`src/rtl/aes_v1_subword_par.sv`:
```
// AES SubWord unit: forward/inverse SBox over all four bytes of a latched
// 32-bit operand, NSBOX bytes per step, with optional RotWord on the result.

module aes_sbox (
    input  logic [7:0] in_byte,
    input  logic       dec,
    output logic [7:0] out_byte
);

    function automatic logic [7:0] gf_mul(input logic [7:0] a, input logic [7:0] b);
        logic [7:0] p;
        logic [7:0] t;
        p = 8'h00;
        t = a;
        for (int i = 0; i < 8; i++) begin
            if (b[i]) p = p ^ t;
            t = {t[6:0], 1'b0} ^ (t[7] ? 8'h1b : 8'h00);
        end
        return p;
    endfunction

    // Multiplicative inverse as a^254; zero maps to zero naturally.
    function automatic logic [7:0] gf_inv(input logic [7:0] a);
        logic [7:0] a2, a3, a12, a14, a15, a240;
        a2   = gf_mul(a, a);
        a3   = gf_mul(a2, a);
        a12  = gf_mul(gf_mul(a3, a3), gf_mul(a3, a3));
        a14  = gf_mul(a12, a2);
        a15  = gf_mul(a12, a3);
        a240 = gf_mul(a15, a15);
        a240 = gf_mul(a240, a240);
        a240 = gf_mul(a240, a240);
        a240 = gf_mul(a240, a240);
        return gf_mul(a240, a14);
    endfunction

    function automatic logic [7:0] affine_fwd(input logic [7:0] b);
        logic [7:0] o;
        logic [7:0] c;
        c = 8'h63;
        for (int i = 0; i < 8; i++)
            o[i] = b[i] ^ b[(i + 4) % 8] ^ b[(i + 5) % 8] ^ b[(i + 6) % 8] ^ b[(i + 7) % 8] ^ c[i];
        return o;
    endfunction

    function automatic logic [7:0] affine_inv(input logic [7:0] b);
        logic [7:0] o;
        logic [7:0] c;
        c = 8'h05;
        for (int i = 0; i < 8; i++)
            o[i] = b[(i + 2) % 8] ^ b[(i + 5) % 8] ^ b[(i + 7) % 8] ^ c[i];
        return o;
    endfunction

    logic [7:0] inv_in;
    logic [7:0] inv_out;

    always_comb begin
        inv_in   = dec ? affine_inv(in_byte) : in_byte;
        inv_out  = gf_inv(inv_in);
        out_byte = dec ? inv_out : affine_fwd(inv_out);
    end

endmodule

module aes_v1_subword_par #(
    parameter int NSBOX = 1
) (
    input  logic        g_clk,
    input  logic        g_resetn,
    input  logic        valid,
    input  logic        dec,
    input  logic        rot,
    input  logic [31:0] rs1,
    output logic        busy,
    output logic        ready,
    output logic [31:0] rd
);

    localparam int STEPS = 4 / NSBOX;
    localparam int SW    = (STEPS > 1) ? $clog2(STEPS) : 1;

    localparam logic [1:0] S_IDLE = 2'd0;
    localparam logic [1:0] S_RUN  = 2'd1;
    localparam logic [1:0] S_DONE = 2'd2;

    generate
        if (!(NSBOX == 1 || NSBOX == 2 || NSBOX == 4)) begin : g_bad_nsbox
            $error("aes_v1_subword_par: NSBOX must be 1, 2 or 4");
        end
    endgenerate

    logic [1:0]    state;
    logic [1:0]    state_nxt;
    logic [SW-1:0] step;
    logic [31:0]   op;
    logic [31:0]   res;
    logic          dec_q;
    logic          rot_q;
    logic          accept;
    logic          last_step;
    logic [7:0]    sb_in  [NSBOX];
    logic [7:0]    sb_out [NSBOX];

    assign accept    = valid && (state == S_IDLE || state == S_DONE);
    assign last_step = (step == SW'(STEPS - 1));

    always_comb begin
        // NOTE: default assignment first so no path leaves state_nxt unassigned (no latch).
        state_nxt = S_IDLE;
        case (state)
            S_IDLE:  state_nxt = valid ? S_RUN : S_IDLE;
            S_RUN:   state_nxt = last_step ? S_DONE : S_RUN;
            S_DONE:  state_nxt = valid ? S_RUN : S_IDLE;
            default: state_nxt = S_IDLE;
        endcase
    end

    // Each step feeds byte lanes step*NSBOX .. step*NSBOX+NSBOX-1 to the SBoxes.
    for (genvar j = 0; j < NSBOX; j++) begin : g_lane
        always_comb sb_in[j] = op[((int'(step) % STEPS) * NSBOX + j) * 8 +: 8];

        aes_sbox u_sbox (
            .in_byte  (sb_in[j]),
            .dec      (dec_q),
            .out_byte (sb_out[j])
        );
    end

    always_ff @(posedge g_clk or negedge g_resetn) begin
        if (!g_resetn) begin
            // NOTE: sequential state uses non-blocking assignments only.
            state <= S_IDLE;
            step  <= '0;
            op    <= '0;
            res   <= '0;
            dec_q <= 1'b0;
            rot_q <= 1'b0;
        end else begin
            state <= state_nxt;
            if (accept) begin
                op    <= rs1;
                dec_q <= dec;
                rot_q <= rot;
                step  <= '0;
            end else if (state == S_RUN) begin
                step <= step + SW'(1);
                for (int j = 0; j < NSBOX; j++)
                    res[((int'(step) % STEPS) * NSBOX + j) * 8 +: 8] <= sb_out[j];
            end
        end
    end

    assign busy  = (state == S_RUN);
    assign ready = (state == S_DONE);
    assign rd    = rot_q ? {res[23:0], res[31:24]} : res;

endmodule

```
`config.mk`:
```
export PLATFORM = sky130hd
export DESIGN_NAME = aes_v1_subword_par
export DESIGN_NICKNAME = d
export VERILOG_FILES = /design/src/rtl/aes_v1_subword_par.sv
export SDC_FILE = /design/constraint.sdc
export NUM_CORES = 1
export LEC_CHECK = 0
export ABC_AREA = 1
export CAP_MARGIN = 20
export CORE_UTILIZATION = 51
export CTS_CLUSTER_SIZE = 12
export DETAILED_ROUTE_END_ITERATION = 10
export GPL_TIMING_DRIVEN = 0
export PLACE_DENSITY_LB_ADDON = 0.2
export SYNTH_ARGS = -nofsm -noshare
export SYNTH_HDL_FRONTEND = slang
export SYNTH_SLANG_ARGS = --single-unit
```
`constraint.sdc`:
```
create_clock -name g_clk -period 16.1 [get_ports g_clk]
set_input_delay 3.22 -clock g_clk [delete_from_list [all_inputs] [get_ports g_clk]]
set_output_delay 3.22 -clock g_clk [all_outputs]
set_load 0.01 [all_outputs]
```
After elaboration in Yosys (flattened, before gate mapping):

Cells that the tools add are included.
Widths: inputs -> output; s select.

* reduce and logical (&&, ||, !) cells: 6
* shift-type cells: 3
* eq/ne operators: 3
* add/sub/neg operators: 2
* bitwise operators: 198
* multiplexer cells: 167

Operators with widths (count)
* $xor 8x8->8: 147
* $mux 8: 90
* $mux 5: 70
* $xor 1x1->1: 44
* $neg 5->33: 1
* $shift 8x33->32 const A: 1
* $shiftx 8x33->32: 1
* $bwmux 32: 1
* $mux 32: 1
* $shiftx 32x6->8: 1
* $not 1->1: 7
* $mux 2: 3
* $eq 2x2->1 const B: 2
* $pmux 2 s2: 1
* $add 2x1->2 const B: 1
* $eq 2x1->1 const B: 1
* $logic_not 2->1: 1
* $reduce_and 2->1: 1
* $reduce_bool 2->1: 1
* $reduce_or 2->1: 1
* $logic_and 1x1->1: 1
* $logic_or 1x1->1: 1
* $mux 1: 1

* word-level logic and storage cells: 385
* register bits after elaboration: 70
* output and inout port bits: 34
* input port bits: 37

Longest topological paths before layout:

Gate-level depths: netlist of run 1.

* depth in word-level cells: 173
* gate-level depth with buffers: 158
* depth with buffers taken out: 149

Hierarchy:

A second synthesis of run 1 with hierarchy kept.

* cell total of the unflattened synthesis: 4308
* area total of the unflattened synthesis: 21182.8 um^2

By module, submodules not included
* aes_sbox: area each 17475.5 um^2, instances 1, seq. area each 0.0 um^2, cells each 3826
* aes_v1_subword_par: area each 3707.3 um^2, instances 1, seq. area each 1751.7 um^2, cells each 482

Least setup slack after synthesis of run 1:

OpenSTA, ideal clock, no wires.

* path type: register to register
* start: reg step[0]
* end: reg res[18]
* cell stages (with the launch flop): 139
* slack: 1.238 ns
* data arrival time: 14.785 ns
* period minus slack after synthesis: 14.862 ns
* path through: dfrtp_1 -> buf_4 -> inv_8 -> buf_6 -> nand2_1 -> nand3_1 -> nand2_2 -> nand2_1 -> nand3_1 -> nand3_1 -> nand2_4 -> buf_4 -> buf_2 -> ha_1 -> inv_1 -> nand2_1 -> nand3_1 -> nand2_2 -> (+103 left out) -> nand2_4 -> nand2_2 -> nand2_4 -> nand2_2 -> nand2_4 -> nand2_2 -> xor2_2 -> xor2_1 -> nand2_1 -> nand3_1 -> nand2_2 -> inv_2 -> nand2_1 -> nand3_2 -> nand2_2 -> nor2_2 -> nand2_1 -> o21ai_1

* longest elaborated chain between the ends: 167
* elaborated cells on any way between the ends: 362
* those cells by class: add/sub: 1; shift: 3; mux: 161; bitwise: 197

RTL lines
* start, declared: RTL line 95 `logic [SW-1:0] step;`
* start signal, assigned: RTL line 147 `step <= step + SW'(1);`
* $shiftx 32x6->8: RTL line 121 `always_comb sb_in[j] = op[((int'(step) % STEPS) * NSBOX + j) * 8 +: 8];`
* $xor 1x1->1 (2 in a row): RTL line 51 `o[i] = b[(i + 2) % 8] ^ b[(i + 5) % 8] ^ b[(i + 7) % 8] ^ c[i];`
* $not 1->1 (no line)
* $mux 8: RTL line 59 `inv_in = dec ? affine_inv(in_byte) : in_byte;`
* $mux 8: RTL line 16 `if (b[i]) p = p ^ t;`
* $xor 8x8->8: RTL line 16
* $mux 8: RTL line 16
* $xor 8x8->8: RTL line 16
* (+147 left out)
* $mux 8: RTL line 16
* $xor 8x8->8: RTL line 16
* $mux 8: RTL line 16
* $xor 1x1->1 (4 in a row): RTL line 42 `o[i] = b[i] ^ b[(i + 4) % 8] ^ b[(i + 5) % 8] ^ b[(i + 6) % 8] ^ b[(i + 7) % 8] ^ c[i];`
* $not 1->1 (no line)
* $mux 8: RTL line 61 `out_byte = dec ? inv_out : affine_fwd(inv_out);`
* $shiftx 8x33->32: RTL line 149 `res[((int'(step) % STEPS) * NSBOX + j) * 8 +: 8] <= sb_out[j];`
* $bwmux 32 (*): RTL line 149
* end signal, assigned by index: RTL line 149
* end, declared: RTL line 97 `logic [31:0] res;`

Mark *: on every way between the ends. The rest lies on a longest branch, timed or not.
A chain may end at the register's enable or synchronous reset.

Worst setup path after layout of run 1:

* start: reg step[0]
* end: reg res[19]

Same word-level chain as after synthesis.

==> results of run 1 <==
-- timing repair --
| item | 4_1_cts | 5_1_grt |
|---|---|---|
| endpoints found under the hold margin | 0 | 0 |
| hold buffers | 0 | 0 |
| gates cloned | 0 | 2 |
| buffers inserted | 16 | 73 |
| gates resized for setup | 71 | 170 |
| setup endpoints to repair | 32 | 32 |
| pin swaps | 20 | 67 |
-- flip-flops by register name, summed over array words and instances (netlist names) --
signal  flops
rot_q       1
step        2
op         32
dec_q       1
state       2
res        32
-- Yosys cell counts, drive strengths merged --
library cell | instances | area [sq um]
a21boi | 1 | 7.51
a21oi | 43 | 215
a31oi | 1 | 6.26
and3 | 1 | 6.26
buf | 83 | 712
clkbuf | 24 | 149
clkinv | 25 | 93.8
dfrtp | 70 | 1750
ha | 13 | 163
inv | 482 | 1840
mux2 | 28 | 315
nand2 | 2198 | 9500
nand3 | 902 | 4870
nand3b | 21 | 170
nand4 | 43 | 269
nor2 | 204 | 876
nor3 | 1 | 5.00
nor4 | 1 | 6.26
o21ai | 58 | 298
o21bai | 4 | 30.0
o22ai | 1 | 6.26
or2 | 1 | 6.26
xnor2 | 29 | 254
xor2 | 72 | 672
-- final timing paths --
check                           startpoint      end  depth (start not counted)
worst min register to register     res[15]  res[15]                          2
min in group asynchronous         g_resetn   op[31]                          1
max in group asynchronous         g_resetn  res[11]                          1
worst max register to register     step[0]  res[19]                        133
worst max-delay path               step[0]  res[19]                        133
worst min-delay path               res[15]  res[15]                          2
-- area by class of cell --
| cell class | count | share of cell area |
|---|---|---|
| clock inverters | 6 | 0.00249 |
| plain buffers | 106 | 0.0389 |
| inverters | 507 | 0.0764 |
| repair buffers | 160 | 0.0541 |
| clock buffers | 9 | 0.00878 |
| flip-flops and latches | 70 | 0.0683 |
| well taps | 585 | 0.0285 |
| multi-input cells | 3624 | 0.723 |
-- worst min-delay path: cells and delay by family (launching register included) --
kind	cells	cell delay, ns
AND/OR/NAND/NOR	2	0.10
flip-flops	1	0.34
-- metal layers --
layer,vias up,GRT usage
met1,12038,0.391
met4,0,0.0717
met2,860,0.499
met5,-,0
li1,13955,-
met3,116,0.0288
-- logic make-up after synthesis --
group	count (synthesis)	share of synthesized area
compound gates	108	0.0253
xor+xnor	101	0.0417
fa+ha+maj	13	0.00732
buf+inv	614	0.126
flops	70	0.0788
mux	28	0.0142
simple gates	3372	0.707
-- stage by stage --
stage,std cells,hold WS [ns]
2_1_floorplan,4306,0.449
3_3_place_gp,4961,0.464
3_5_place_dp,4962,0.466
4_1_cts,4992,0.482
5_1_grt,5067,0.515
6_report,5067,0.478
==> run metrics, run 1 <==
number of antenna violations at the first check in global routing=0; CP Launch Type=flip-flop; critical path buffer and inverter count=27; Syn Nets=4356; Yosys warning count=0; Crit Path Class=reg -> reg; Place WS=-2.16 ns; register area=1750 sq um; Max Root-Sink Buffers=2; routed len/inst=13.3 um; CP delay by family, top=simple AND/OR/NAND/NOR gates; DR iter-0 viols=2588; Layout area overhead=15.4%; #FFs+latches synth=70; Diodes inserted=0; Fillers=4452; final instance area=25700 sq um; row cnt=76; gr ovfl total=0; Finished Core Util=0.596; routed vias/inst=5.32; vias in the first global route=23442; max_slew headroom=0.331; met1 wire length=30.3 mm; Worst-Margin Slew=0.995 ns; number of CTS-inserted buffers=9; Clock transition at path regs=0.06 ns; sequential cell area fraction in the yosys report=0.0788; Max Clk Rate=65.6 MHz; CP max FO=10; Die X=211 um; synthesized area=22200 sq um; PortBufs=70; initial core utilization=0.516; DRC viols=0; Final HPWL DP=52.5 mm; area taken by multi-input logic gates=18500 sq um; Core Area=43100 sq um; CP Capture Type=flip-flop; CTS root buf=clkbuf_16; synthesized area per cell=5.16 sq um; period utilisation layout=0.947; Detailed Route WL=67.3 mm; run status=finished clean; share of post-route cells with drive strength above 1=0.193; Final Max Tran Viols=0; clk_lat worst skew=0.34 ns; most frequent cells in the layout=nand2_1 (1819), nand3_1 (795), inv_1 (375); TritonCTS clock tree=yes; Worst Skew=0.00966 ns; FF-to-FF setup slack=0.85 ns; cell repeated most along the worst path=nand2_1; slowest CP cell=dfrtp_1; Die Area=44400 sq um; min cycle time layout=15.25 ns; setup_tns=0 ns; first-pass GRT wire length=110 mm; delay of the slowest cell on the worst path=0.40 ns; max_cap viols=0; hold crit path type=reg -> reg; drt pass-1 iters=6; Global Route Usage Sum=0.292; final setup vio count=0; die span in y=211 um; Unique masters post-synth=47; Cells after Synth=4306; Max Used Layer=met4; RSZ-0062 raised after global routing=yes; most common cell after layout, fill and taps aside=nand2_1; Fin. Hold Viols=0; final worst-path setup slack=0.848 ns; worst path required time=16.37 ns; met2 wire len=31.5 mm; num ports=71; post-route ant nets=0; met3 WL=4.22 mm; H-tree depth=3; clock sink total=70; largest net degree at the start of global routing=71; Placed Area=23700 sq um; final layout net count=4528; Arr. time, crit path=15.52 ns; via count=26969; GPL Wtd Cong=0.971
Power of run 1 is left out: the tool's default activity adds up to more than one toggle a clock period on the data nets, which glitch-free logic cannot reach.
==> run 2: changes to the inputs <==
ABC_AREA = unset   (was 1)
==> run 2 against run 1 <==
Net effect:
- the flow now finishes with violations (setup timing)
- maximum frequency is 10% lower
- routed wire length is 28% lower
- die area shrank 31%
- critical path depth fell by 54
- highest routed layer unchanged
==> run metrics, run 2 <==
run status=complete, but fails checks; failing checks=setup timing; hold crit path type=reg -> reg; area share of the largest cell type after synthesis=0.157; Synth area leaders=xnor2_1 (16%), dfrtp_1 (12%), xnor3_1 (8.3%); number of cells on the worst reg-to-reg path=79; DRC viols=0; Post-synth EDFFs=0; RSZ-0062 raised after global routing=yes; Critical R2R Capture=res[15]; period utilisation layout=1.06; met2 wire len=24.5 mm; number of antenna violations at the first check in global routing=0; slowest CP cell=mux4_2; critical path buffer and inverter count=16; Crit Path Class=reg -> reg; final instance area=20600 sq um; Final Non-Filler Cells=2476; Post-synth top flop=dfrtp_1; Fillers=2133; hold_ws=0.502 ns; Critical R2R Launch=step[0]; Max Used Layer=met4; Cells after Synth=1790; Global Route Usage Sum=0.303; delay of the slowest cell on the worst path=0.57 ns; WP depth=79; final worst-path setup slack=-0.906 ns; Die X=175 um; routed vias/inst=6.03; CP Launch Type=flip-flop; placed cells=2244; drt pass-1 iters=6; synth cell count leaders=xnor2_1 (273), nor2_1 (208), nand2_1 (170), mux2_2 (72), xor2_1 (72); Finished Core Util=0.712; final layout net count=2137; via count=14937; largest net degree at the start of global routing=71; synthesized area per cell=8.51 sq um; Worst Skew=0.0132 ns; met1 wire length=19.8 mm; CP Capture Type=flip-flop; Diodes inserted=0; Worst-Margin Slew=0.987 ns; max_slew headroom=0.337; Core Area=29000 sq um; worst path required time=16.30 ns; sequential cell area fraction in the yosys report=0.115; CP delay by family, top=XOR/XNOR gates; routed len/inst=19.6 um; synthesized area=15200 sq um; row cnt=62; #FFs+latches synth=70; most frequent cells in the layout=buf_4 (216), xnor2_1 (209), nor2_1 (193); H-tree depth=3; Syn Nets=1840; max_cap viols=0; Synth async-reset ratio=1.00; Placed Area=17000 sq um; Final HPWL DP=31.5 mm; clock sink total=70; most common cell after layout, fill and taps aside=buf_4; Max Root-Sink Buffers=2; initial core utilization=0.525; Final Max Tran Viols=0; gr ovfl total=0; vias in the first global route=14470; Worst setup endpoint=res[15]; die span in y=175 um; Yosys warning count=0; Clock transition at path regs=0.06 ns; DR iter-0 viols=1506; post-route ant nets=0; PortBufs=70; Arr. time, crit path=17.20 ns; most common cell in the synthesized netlist=xnor2_1; CP max FO=10; final setup vio count=32; cell repeated most along the worst path=xnor2_2; FF-to-FF setup slack=-0.91 ns; number of CTS-inserted buffers=9; Die Area=30500 sq um; Unique masters post-synth=111; share of post-route cells with drive strength above 1=0.346; first-pass GRT wire length=75.6 mm; Max Clk Rate=58.8 MHz; Fin. Hold Viols=0; Detailed Route WL=48.6 mm; CTS root buf=clkbuf_16; CP Launch Point=step[0]; largest registers=op: 32 flops, res: 32 flops; met3 WL=2.84 mm; num ports=71; GPL Wtd Cong=0.922; min cycle time layout=17.01 ns; TritonCTS clock tree=yes; Layout area overhead=35.6%; Synth area leader=xnor2_1; clk_lat worst skew=0.34 ns
-- run 2: cell types whose count changed in the layout (fill, tap and decap cells not counted), sizes merged, moves of 30 or more --
| cell | delta |
|---|---|
| nor3 | +46 |
| a21oi | +30 |
| nand4 | -33 |
| mux2i | +49 |
| xnor3 | +64 |
| xnor2 | +286 |
| inv | -442 |
| nand3 | -862 |
| buf | +104 |
| mux2 | +48 |
| nand2 | -2029 |
| o21ai | +35 |
-- run 2: stage by stage --
step                setup TNS, ns  setup slack (ns)
floorplan                  -22.11            -0.877
global placement           -97.11             -3.21
detailed placement        -103.57             -3.36
CTS                        -12.71            -0.465
global route               -41.38             -1.41
finish                     -25.20            -0.906
-- run 2: cell type report --
class / instances / area, sq um / share of cell area
buffer: 103 / 748 / 0.0362
clock buffer: 10 / 229 / 0.0111
clock inverter: 6 / 93.8 / 0.00454
inverter: 42 / 174 / 0.00842
multi-input combinational: 1571 / 14700 / 0.712
sequential: 70 / 1750 / 0.0848
tap: 384 / 480 / 0.0233
timing repair buffer: 290 / 2470 / 0.120
-- run 2: worst reg2reg max path: cells and delay by family (launching register included) --
family | cells | cell delay [ns]
AO/OA/AOI/OAI | 11 | 2.30
adder cells (fa/ha/maj) | 5 | 1.31
multiplexers | 3 | 0.92
flip-flops | 1 | 0.37
XOR/XNOR | 35 | 8.79
AND/OR/NAND/NOR | 9 | 0.99
buffers and inverters | 16 | 2.22
-- run 2: how the worst min path moves through the flow --
stage,start,to,cells past startpoint
2_1_floorplan,res[11],res[11],2
3_3_place_gp,op[29],op[29],1
3_5_place_dp,op[18],op[18],1
4_1_cts,op[16],op[16],1
5_1_grt,op[16],op[16],1
6_report,op[20],op[20],1
-- run 2: logic make-up after synthesis --
logic type | count (synthesis) | synth area share
AOI/OAI and AO/OA | 356 | 0.160
xor gates and xnor gates | 477 | 0.381
adders and majority gates | 13 | 0.0107
buffers and inverters | 149 | 0.0452
DFF | 70 | 0.115
muxes | 133 | 0.106
and+or+nand+nor | 592 | 0.182
-- run 2: layer usage --
layer | GRT usage | vias up
li1 | - | 6889
met1 | 0.396 | 7264
met2 | 0.537 | 653
met3 | 0.0250 | 131
met4 | 0.0804 | 0
met5 | 0 | -
-- run 2: what timing repair did --
item / 4_1_cts / 5_1_grt
gates cloned: 0 / 0
endpoints found under the setup margin: 32 / 32
buffers inserted: 158 / 62
hold buffers: 0 / 0
pin swaps: 136 / 94
hold endpoints to repair: 0 / 0
resized for setup: 204 / 101
Power of run 2 is left out for the same reason.
